--- config.mk ---
export PLATFORM = sky130hd
export DESIGN_NAME = fpu_shared_dispatch
export DESIGN_NICKNAME = d
export VERILOG_FILES = /design/src/rtl/fpu_shared_pkg.sv /design/src/rtl/fpu_shared_rr_arb.sv /design/src/rtl/fpu_shared_dispatch.sv
export SDC_FILE = /design/constraint.sdc
export NUM_CORES = 1
export LEC_CHECK = 0
export BUFFER_PORTS_ARGS = -buffer_cell sky130_fd_sc_hd__buf_2
export CAP_MARGIN = 20
export CORE_AREA = 2 2 233 235
export CTS_CLUSTER_SIZE = 40
export DETAILED_ROUTE_END_ITERATION = 10
export DIE_AREA = 0 0 235 237
export PLACE_DENSITY = 0.48
export SLEW_MARGIN = 20
export SYNTH_ARGS = -nofsm -noshare
export SYNTH_HDL_FRONTEND = slang
export SYNTH_HIERARCHICAL = 1
export SYNTH_SLANG_ARGS = --single-unit
export TNS_END_PERCENT = 1
--- constraint.sdc ---
create_clock -name Clk_CI -period 10.1 [get_ports Clk_CI]
set_input_delay 1.01 -clock Clk_CI [delete_from_list [all_inputs] [get_ports Clk_CI]]
set_output_delay 1.01 -clock Clk_CI [all_outputs]
set_load 0.03 [all_outputs]
--- src/rtl/fpu_shared_pkg.sv ---
// Shared constants and payload types for the shared-FPU dispatch path.
package fpu_shared_pkg;

  localparam int unsigned C_DATA_WIDTH = 32;
  localparam int unsigned C_OP_WIDTH   = 4;
  localparam int unsigned C_RM_WIDTH   = 2;
  localparam int unsigned C_TAG_WIDTH  = 7;
  localparam int unsigned C_FLAG_WIDTH = 9;

  // Bit positions inside the result flag word
  typedef enum int unsigned {
    FLAG_OF   = 0,
    FLAG_UF   = 1,
    FLAG_ZERO = 4,
    FLAG_IX   = 5,
    FLAG_IV   = 6,
    FLAG_INF  = 7
  } fpu_flag_e;

  typedef struct packed {
    logic [C_DATA_WIDTH-1:0] arga;
    logic [C_DATA_WIDTH-1:0] argb;
    logic [C_OP_WIDTH-1:0]   op;
    logic [C_RM_WIDTH-1:0]   rm;
  } fpu_req_t;

endpackage

--- src/rtl/fpu_shared_rr_arb.sv ---
// Combinational round-robin picker: first eligible index at or after the pointer.
module fpu_shared_rr_arb #(
  parameter int unsigned N = 4,
  localparam int unsigned C_IDX_W = (N > 1) ? $clog2(N) : 1
) (
  input  logic [N-1:0]       Elig_SI,
  input  logic [C_IDX_W-1:0] Ptr_DI,
  output logic [N-1:0]       Gnt_SO,
  output logic [C_IDX_W-1:0] Idx_DO,
  output logic               Valid_SO
);

  always_comb begin
    int unsigned j;
    Gnt_SO   = '0;
    Idx_DO   = '0;
    Valid_SO = 1'b0;
    j        = 0;
    for (int unsigned k = 0; k < N; k++) begin
      j = 32'(Ptr_DI) + k;
      if (j >= N) j = j - N;
      if (!Valid_SO && Elig_SI[C_IDX_W'(j)]) begin
        Valid_SO                 = 1'b1;
        Gnt_SO[C_IDX_W'(j)]      = 1'b1;
        Idx_DO                   = C_IDX_W'(j);
      end
    end
  end

endmodule

--- src/rtl/fpu_shared_dispatch.sv ---
// Initiator side of the shared FPU: round-robin request dispatch with core tags,
// and tag-steered result capture into per-core holding registers.
module fpu_shared_dispatch
  import fpu_shared_pkg::*;
#(
  parameter int unsigned NUM_CORES       = 4,
  parameter int unsigned MAX_OUTSTANDING = 4
) (
  input  logic                                     Clk_CI,
  input  logic                                     Rst_RI,
  input  logic [NUM_CORES-1:0]                     Core_Valid_SI,
  output logic [NUM_CORES-1:0]                     Core_Ready_SO,
  input  logic [NUM_CORES-1:0][C_DATA_WIDTH-1:0]   Core_OpA_DI,
  input  logic [NUM_CORES-1:0][C_DATA_WIDTH-1:0]   Core_OpB_DI,
  input  logic [NUM_CORES-1:0][C_OP_WIDTH-1:0]     Core_Op_SI,
  input  logic [NUM_CORES-1:0][C_RM_WIDTH-1:0]     Core_RM_SI,
  output logic [NUM_CORES-1:0]                     Core_ResValid_SO,
  input  logic [NUM_CORES-1:0]                     Core_ResReady_SI,
  output logic [NUM_CORES-1:0][C_DATA_WIDTH-1:0]   Core_Result_DO,
  output logic [NUM_CORES-1:0][C_FLAG_WIDTH-1:0]   Core_Flags_DO,
  output logic [C_DATA_WIDTH-1:0]                  Arga_DO,
  output logic [C_DATA_WIDTH-1:0]                  Argb_DO,
  output logic [C_OP_WIDTH-1:0]                    Op_SO,
  output logic [C_RM_WIDTH-1:0]                    RMFlags_SO,
  output logic                                     Valid_SO,
  output logic [C_TAG_WIDTH-1:0]                   Tag_DO,
  input  logic                                     Ready_SI,
  input  logic [C_DATA_WIDTH-1:0]                  Result_DI,
  input  logic [C_FLAG_WIDTH-1:0]                  Flags_DI,
  input  logic [C_TAG_WIDTH-1:0]                   TagUs_DI,
  input  logic                                     Req_SI,
  output logic                                     Ack_SO,
  output logic                                     TagErr_SO
);

  localparam int unsigned C_IDX_W = (NUM_CORES > 1) ? $clog2(NUM_CORES) : 1;
  localparam int unsigned C_CNT_W = $clog2(MAX_OUTSTANDING + 1);

  logic [C_IDX_W-1:0]                ptr_q, ptr_nxt, win_idx, tag_idx;
  logic [NUM_CORES-1:0][C_CNT_W-1:0] outst_q;
  logic [NUM_CORES-1:0]              elig, gnt, cap, drain, inc, dec;
  logic [NUM_CORES-1:0]              resvalid_q;
  logic [NUM_CORES-1:0][C_DATA_WIDTH-1:0] result_q;
  logic [NUM_CORES-1:0][C_FLAG_WIDTH-1:0] flags_q;
  logic                              any_elig, accept, tag_ok, capture, tagerr_q;
  fpu_req_t                          req;

  always_comb begin
    elig = '0;
    for (int unsigned i = 0; i < NUM_CORES; i++)
      elig[i] = Core_Valid_SI[i] & (outst_q[i] != C_CNT_W'(MAX_OUTSTANDING));
  end

  fpu_shared_rr_arb #(.N(NUM_CORES)) i_arb (
    .Elig_SI  (elig),
    .Ptr_DI   (ptr_q),
    .Gnt_SO   (gnt),
    .Idx_DO   (win_idx),
    .Valid_SO (any_elig)
  );

  // Downstream payload mux; zeroed when nothing is eligible
  always_comb begin
    req = '0;
    if (any_elig) begin
      req.arga = Core_OpA_DI[win_idx];
      req.argb = Core_OpB_DI[win_idx];
      req.op   = Core_Op_SI[win_idx];
      req.rm   = Core_RM_SI[win_idx];
    end
  end

  assign Arga_DO       = req.arga;
  assign Argb_DO       = req.argb;
  assign Op_SO         = req.op;
  assign RMFlags_SO    = req.rm;
  assign Valid_SO      = any_elig;
  assign Tag_DO        = any_elig ? C_TAG_WIDTH'(win_idx) : '0;
  assign accept        = any_elig & Ready_SI;
  assign Core_Ready_SO = accept ? gnt : '0;
  assign ptr_nxt       = ((32'(win_idx) + 32'd1) >= NUM_CORES) ? '0
                                                               : C_IDX_W'(32'(win_idx) + 32'd1);

  // Upstream handshake: out-of-range tags are acked and dropped
  assign tag_ok  = 32'(TagUs_DI) < NUM_CORES;
  assign tag_idx = C_IDX_W'(TagUs_DI);

  always_comb begin
    Ack_SO = Req_SI;
    if (tag_ok) Ack_SO = Req_SI & (~resvalid_q[tag_idx] | Core_ResReady_SI[tag_idx]);
  end

  assign capture = Req_SI & Ack_SO & tag_ok;

  always_comb begin
    cap   = '0;
    drain = '0;
    inc   = '0;
    dec   = '0;
    for (int unsigned i = 0; i < NUM_CORES; i++) begin
      cap[i]   = capture & (32'(tag_idx) == i);
      drain[i] = resvalid_q[i] & Core_ResReady_SI[i];
      inc[i]   = accept & gnt[i];
      // A result can arrive for a core whose bookkeeping was reset; never go below zero
      dec[i]   = drain[i] & (outst_q[i] != '0);
    end
  end

  always_ff @(posedge Clk_CI) begin
    if (Rst_RI) begin
      ptr_q      <= '0;
      outst_q    <= '0;
      resvalid_q <= '0;
      result_q   <= '0;
      flags_q    <= '0;
      tagerr_q   <= 1'b0;
    end else begin
      if (accept) ptr_q <= ptr_nxt;
      tagerr_q <= Req_SI & ~tag_ok;
      for (int unsigned i = 0; i < NUM_CORES; i++) begin
        if (cap[i]) begin
          result_q[i]   <= Result_DI;
          flags_q[i]    <= Flags_DI;
          resvalid_q[i] <= 1'b1;
        end else if (drain[i]) begin
          resvalid_q[i] <= 1'b0;
        end
        if (inc[i] && !dec[i])      outst_q[i] <= outst_q[i] + C_CNT_W'(1);
        else if (dec[i] && !inc[i]) outst_q[i] <= outst_q[i] - C_CNT_W'(1);
      end
    end
  end

  assign Core_ResValid_SO = resvalid_q;
  assign Core_Result_DO   = result_q;
  assign Core_Flags_DO    = flags_q;
  assign TagErr_SO        = tagerr_q;

endmodule

* Yosys cells after proc, flatten, opt, wreduce, memory -nomap -nowiden
Cells that the tools add are included.
Word-level totals: word-level logic and storage cells 192, flip-flop bits (word level) 183, output and inout port bits 252, input port bits 340
Cells by class: bitwise logic cells 31, reduce and logical (&&, ||, !) cells 39, multiplexer cells 65, add/subtract/negate cells 16, $lt $le $gt $ge 16, equal/unequal tests 7
Operators with widths (count):
- 32-bit binary-select mux with 2-bit select | 2
- 70-bit 2-to-1 mux | 1
- 32-bit 2-to-1 mux | 2
- 32-bit by 3-bit greater-or-equal comparator with 1-bit output, second input constant | 1
- 1-bit bitwise AND | 25
- 3-bit 2-to-1 mux | 8
- 4-bit 2-to-1 mux | 6
- 1-bit 2-to-1 mux | 23
- 2-bit 2-to-1 mux | 11
- 2-bit by 3-bit less-than comparator with 1-bit output, second input constant | 6
- 2-bit nonzero test | 8
- 1-bit logical AND | 15
- 3-bit by 1-bit adder with 3-bit output, second input constant | 4
- 1-bit binary-select mux with 2-bit select | 6
- 3-bit != test, second input constant | 4
- 4-bit OR | 3
- 3-bit nonzero test | 4
- 3-bit by 1-bit subtractor with 3-bit output, second input constant | 4
- 1-bit logical NOT | 11
- 3-bit greater-or-equal comparator, second input constant | 3
- 4-bit binary-select mux with 2-bit select | 1
- 1-bit demux with 2-bit select | 4
- 2-bit by 1-bit greater-or-equal comparator with 1-bit output, second input constant | 4
- 2-bit by 1-bit subtractor with 2-bit output, second input constant | 4
- 10 further kinds | 14

* Logic depth before layout (Yosys ltp)
word-level depth 20, mapped depth 15, depth with buffers taken out 13

* Modules after synthesis
The synthesis kept the hierarchy.
By module, submodules not included:
- fpu_shared_dispatch | cells each 952, times used 1, area each 9400.3 um^2, seq. area each 3663.5 um^2
- fpu_shared_rr_arb | cells each 45, times used 1, area each 419.2 um^2, seq. area each 0.0 um^2

* Least setup slack after synthesis
Ideal clock, no wire load.
kind input to output, from in Core_Valid_SI[2], to out Arga_DO[0], path slack 5.571 ns, required time 9.090 ns, stages on the path 10, arrival 3.519 ns, buffers on the path 3, path through a21boi_0 -> mux4_2 -> buf_6 -> and2b_2 -> o21ai_0 -> o31ai_1 -> buf_2 -> buf_2 -> mux4_2 -> and2_1
Between the ends: longest elaborated chain between the ends 16, elaborated cells on any way between the ends 26, those cells by class 19 x mux; 1 x bitwise; 6 x reduce/logical
RTL lines:
- start, declared | line fpu_shared_dispatch.sv:11 | input logic [NUM_CORES-1:0] Core_Valid_SI,
- 1-bit bitwise AND * | line fpu_shared_dispatch.sv:51 | elig[i] = Core_Valid_SI[i] & (outst_q[i] != C_CNT_W'(MAX_OUTSTANDING));
- 1-bit binary-select mux with 2-bit select | line fpu_shared_rr_arb.sv:22 | if (!Valid_SO && Elig_SI[C_IDX_W'(j)]) begin
- 1-bit 2-to-1 mux (implied by the code) | line fpu_shared_rr_arb.sv:22
- 1-bit 2-to-1 mux | line fpu_shared_rr_arb.sv:22
- 1-bit logical NOT | line fpu_shared_rr_arb.sv:22
- 1-bit logical AND | line fpu_shared_rr_arb.sv:22
- 1-bit 2-to-1 mux | line fpu_shared_rr_arb.sv:22
- 1-bit logical NOT | line fpu_shared_rr_arb.sv:22
- 1-bit logical AND | line fpu_shared_rr_arb.sv:22
- 1-bit 2-to-1 mux | line fpu_shared_rr_arb.sv:22
- 1-bit logical NOT | line fpu_shared_rr_arb.sv:22
- 1-bit logical AND | line fpu_shared_rr_arb.sv:22
- 2-bit 2-to-1 mux * | line fpu_shared_rr_arb.sv:22
- named net win_idx[0] | line fpu_shared_dispatch.sv:39 | logic [C_IDX_W-1:0] ptr_q, ptr_nxt, win_idx, tag_idx;
- 32-bit binary-select mux with 2-bit select * | line fpu_shared_dispatch.sv:66 | req.arga = Core_OpA_DI[win_idx];
- 32-bit 2-to-1 mux (implied by the code) * | line fpu_shared_dispatch.sv:66
- 70-bit 2-to-1 mux * | line fpu_shared_dispatch.sv:65 | if (any_elig) begin
- end, declared | line fpu_shared_dispatch.sv:21 | output logic [C_DATA_WIDTH-1:0] Arga_DO,
Mark *: on every way through the listed nets, which the timed path passes. The rest lies on a longest branch. The select of a mux whose other input is x is not followed.

* Final worst setup path
from in Core_Valid_SI[2], to out Argb_DO[11]
Between the ends: longest elaborated chain between the ends 16, elaborated cells on any way between the ends 26, those cells by class 19 x mux; 1 x bitwise; 6 x reduce/logical
RTL lines:
- 1-bit bitwise AND * | line fpu_shared_dispatch.sv:51
- named net elig[2] | line fpu_shared_dispatch.sv:41 | logic [NUM_CORES-1:0] elig, gnt, cap, drain, inc, dec;
- 1-bit binary-select mux with 2-bit select | line fpu_shared_rr_arb.sv:22
- 1-bit 2-to-1 mux (implied by the code) | line fpu_shared_rr_arb.sv:22
- 1-bit 2-to-1 mux | line fpu_shared_rr_arb.sv:22
- 1-bit logical NOT | line fpu_shared_rr_arb.sv:22
- 1-bit logical AND | line fpu_shared_rr_arb.sv:22
- 1-bit 2-to-1 mux | line fpu_shared_rr_arb.sv:22
- [... 2 more ...]
- 1-bit 2-to-1 mux | line fpu_shared_rr_arb.sv:22
- 1-bit logical NOT | line fpu_shared_rr_arb.sv:22
- 1-bit logical AND | line fpu_shared_rr_arb.sv:22
- 2-bit 2-to-1 mux * | line fpu_shared_rr_arb.sv:22
- named net win_idx[0] | line fpu_shared_dispatch.sv:39
- 32-bit binary-select mux with 2-bit select * | line fpu_shared_dispatch.sv:67 | req.argb = Core_OpB_DI[win_idx];
- 32-bit 2-to-1 mux (implied by the code) * | line fpu_shared_dispatch.sv:67
- 70-bit 2-to-1 mux * | line fpu_shared_dispatch.sv:65
- end, declared | line fpu_shared_dispatch.sv:22 | output logic [C_DATA_WIDTH-1:0] Argb_DO,
Marked as above.

==> impl_metrics.env <==
export IMPL_wire_per_inst_um=19.6
export IMPL_path_class="input pin to output port"
export IMPL_netSwitchingPower_mw=1.74
export IMPL_hold_slack_ps=453
export IMPL_area_delta_synth_final_pct=41.9
export IMPL_ant_nets=0
export IMPL_synth_avg_cell_area_um2=9.85
export IMPL_drive_gt1_share_pct=46.1
export IMPL_tightestPinTransition_ps=1070
export IMPL_synth_distinct_cells=42
export IMPL_initial_core_util_pct=18.4
export IMPL_core_area_um2=53300
export IMPL_cts_buffers=17
export IMPL_syn_inst=997
export IMPL_powerDensity_nw_per_um2=273
export IMPL_routed_wl_mm=43.9
export IMPL_end_kind="output port"
export IMPL_whs_path_depth=2
export IMPL_setup_viol=0
export IMPL_dpl_hpwl_mm=34.7
export IMPL_ys_ff_latch=183
export IMPL_routed_via_density=4.31
export IMPL_synth_seq_area_share_pct=37.3
export IMPL_ios=592
export IMPL_clock_latency_ps=450
export IMPL_grt_ovfl_total=0
export IMPL_drc=0
export IMPL_min_period_ps=6220
export IMPL_switching_share_pct=45.6
export IMPL_start_kind="input pin"
export IMPL_synth_area_um2=9820
export IMPL_grt_max_degree=111
export IMPL_fmax_mhz=161
export IMPL_root_buffer="clkbuf_16"
export IMPL_hold_class="flip-flop to flip-flop"
export IMPL_hold_start="Core_Result_DO[34]$_SDFFE_PP0P_"
export IMPL_pwr_share_seq_pct=20.4
export IMPL_clock_sinks=183
export IMPL_crit_required_ps=9090
export IMPL_cts_resized=0
export IMPL_hold_violations=0
export IMPL_final_nets=1886
export IMPL_slew_headroom_pct=28.7
export IMPL_crit_arrival_ps=5210
export IMPL_ir_drop_mv=0.159
export IMPL_die_h_um=237
export IMPL_r2r_end="outst_q[8]$_SDFFE_PP0P_"
export IMPL_cts_setup_buffers=0
export IMPL_rsz0062_at_grt="false"
export IMPL_fin_tns_setup_ps=0
export IMPL_grt_pass1_vias=9422
export IMPL_grt_pass1_wl_mm=62.5
export IMPL_drtIter0Drc=598
export IMPL_hold_path_end="Core_Result_DO[34]$_SDFFE_PP0P_"
export IMPL_cts_clk_slew_worst_paths_ps=70
export IMPL_skew_ps=16.6
export IMPL_firstDrtPassIters=4
export IMPL_cts_max_level=4
export IMPL_gp_congestion=0.816
export IMPL_dieArea_um2=55700
export IMPL_r2r_setup_slack_ps=5730
export IMPL_combPwrFrac_pct=61.3
export IMPL_pwr_share_clk_pct=18.3
export IMPL_status="completed"
export IMPL_path_max_fanout=47
export IMPL_intPower_mw=2.07
export IMPL_p_leak_nw=6.28
export IMPL_rows=85
export IMPL_postCtsHoldBufs=0
export IMPL_ys_warn_count=6
export IMPL_grt_usage_pct=15.0
export IMPL_die_w_um=235
export IMPL_clockBufferDepth=2
export IMPL_port_buffers=586
export IMPL_antenna_found_initial=20
export IMPL_max_cap_viol_count=0
export IMPL_vias=9669
export IMPL_slew_viol_final=0
export IMPL_layout_worst_path_cycle_share_pct=61.6
export IMPL_cts_tree="built"
export IMPL_worstRegToRegCells=12
export IMPL_rr_startpoint="outst_q[6]$_SDFFE_PP0P_"
-- layout by cell type (no fill, tap or decap), types with 3 or more instances in the layout --
cell / count
buf_2: 585
dfxtp_1: 183
nand2_1: 167
nand2b_1: 127
a21oi_1: 93
mux2i_1: 87
mux4_2: 73
and2_1: 72
nor2_1: 17
clkbuf_16: 17
buf_4: 11
ha_1: 10
o21ai_0: 9
inv_1: 8
xor2_1: 8
a22oi_1: 8
o311ai_0: 5
conb_1: 5
and3_1: 4
a21boi_0: 4
or3_1: 4
fa_1: 4
inv_6: 4
diode_2: 3
nor2b_1: 3
clkinv_2: 3
-- logic make-up (layout without fill, tap and decap cells) --
logic type / after synthesis / count (layout) / share of synthesized area, %
buffers and inverters: 92 / 636 / 4.46
other: 1 / 8 / 0.0382
AO/OA/AOI/OAI: 123 / 123 / 6.91
adder cells (fa/ha/maj): 14 / 14 / 2.09
XOR/XNOR: 8 / 8 / 0.714
multiplexers: 164 / 164 / 26.4
AND/OR/NAND/NOR: 412 / 412 / 22.1
flip-flops: 183 / 183 / 37.3
-- power groups by stage --
| stage | clock, mW | sequential (mW) | combinational (mW) |
|---|---|---|---|
| 6_report | 0.696 | 0.778 | 2.34 |
| 5_1_grt | 0.749 | 0.783 | 2.48 |
| 4_1_cts | 0.722 | 0.778 | 2.36 |
| 3_5_place_dp | 0 | 0.794 | 2.35 |
| 3_3_place_gp | 0 | 0.793 | 2.32 |
| 2_1_floorplan | 0 | 0.787 | 1.75 |
-- final cells by class --
cell class                 count  area, um^2
antenna                        3        7.51
clock buffer                  20         447
clock inverter                12         140
fill                        5789       39300
inverter                       8        30.0
multi-input combinational    726        5770
sequential                   183        3660
tap                          696         871
timing repair buffer         596        3010
-- layer usage --
| metal | part of all wire [%] | track usage (%) | wire length, um | up-vias |
|---|---|---|---|---|
| met5 | 0.31 | 0 | 138 | - |
| met3 | 8.3 | 5.28 | 3660 | 50 |
| met1 | 45 | 20.2 | 19700 | 4743 |
| met2 | 45 | 22.8 | 19900 | 343 |
| met4 | 1.2 | 3.51 | 509 | 24 |
| li1 | - | - | - | 4509 |
-- worst max-delay path: stages --
cell and delay (ps):
buf_2 120, a21boi_0 740, mux4_1 500, and2b_2 220, o21ai_0 140, o31ai_4 100, buf_4 480, buf_4 800
mux4_2 600, and2_1 220, buf_2 200
-- cells in the mapped netlist --
library cell,number,area share [%]
conb_1,1,0.038
a21boi_0,4,0.31
o31a_1,1,0.089
buf_6,6,0.69
mux2_2,2,0.23
and3_1,5,0.32
inv_1,8,0.31
and2_1,72,4.6
buf_2,20,1.0
dfxtp_1,183,37
xor2_1,8,0.71
and2b_2,1,0.089
and4_1,2,0.18
mux4_2,73,17
clkbuf_1,52,2.0
a22oi_1,8,0.61
and2_2,1,0.076
buf_4,6,0.46
nand4_1,2,0.13
o31ai_1,1,0.076
or3_1,4,0.25
a32o_1,1,0.10
o311ai_0,5,0.45
nor4_4,1,0.22
nand2_1,167,6.4
a21oi_1,93,4.7
nand3_1,2,0.10
o21ai_0,9,0.46
o211ai_1,1,0.076
nor3b_1,1,0.076
mux4_1,2,0.54
nand2b_1,128,8.2
fa_1,4,0.82
nor2b_1,3,0.19
nor4_1,1,0.064
nor2_1,17,0.65
nand4_4,1,0.22
mux2i_1,87,8.9
nor4b_4,1,0.24
nor3_1,2,0.10
or4_1,1,0.076
ha_1,10,1.3
-- per-stage QoR --
stage / total power, mW / cell area [um^2] / worst slack [ps] / std cells / util [%]
detailed placement: 3.14 / 13300 / 3800 / 2209 / 25.0
finish: 3.81 / 13900 / 3880 / 2244 / 26.2
CTS: 3.85 / 13900 / 3790 / 2241 / 26.1
global route: 4.01 / 13900 / 3500 / 2242 / 26.2
global placement: 3.12 / 13300 / 3940 / 2209 / 25.0
floorplan: 2.54 / 9830 / 5570 / 1001 / -
-- sequential cells by signal, summed over array words and instances, names as in the netlist --
name / cells
Core_Result_DO: 128
Core_Flags_DO: 36
outst_q: 12
Core_ResValid_SO: 4
ptr_q: 2
TagErr_SO: 1
-- how the worst max path moves through the flow --
stage,from,to,slack [ps]
after global placement,Core_Valid_SI[2],Argb_DO[11],3940
after global routing,Core_Valid_SI[2],Argb_DO[11],3500
after CTS,Core_Valid_SI[2],Argb_DO[11],3790
after detailed placement,Core_Valid_SI[2],Argb_DO[11],3800
final,Core_Valid_SI[2],Argb_DO[11],3880
after floorplan,Core_Valid_SI[2],Arga_DO[0],5570
(Power assumes the default switching activity.)
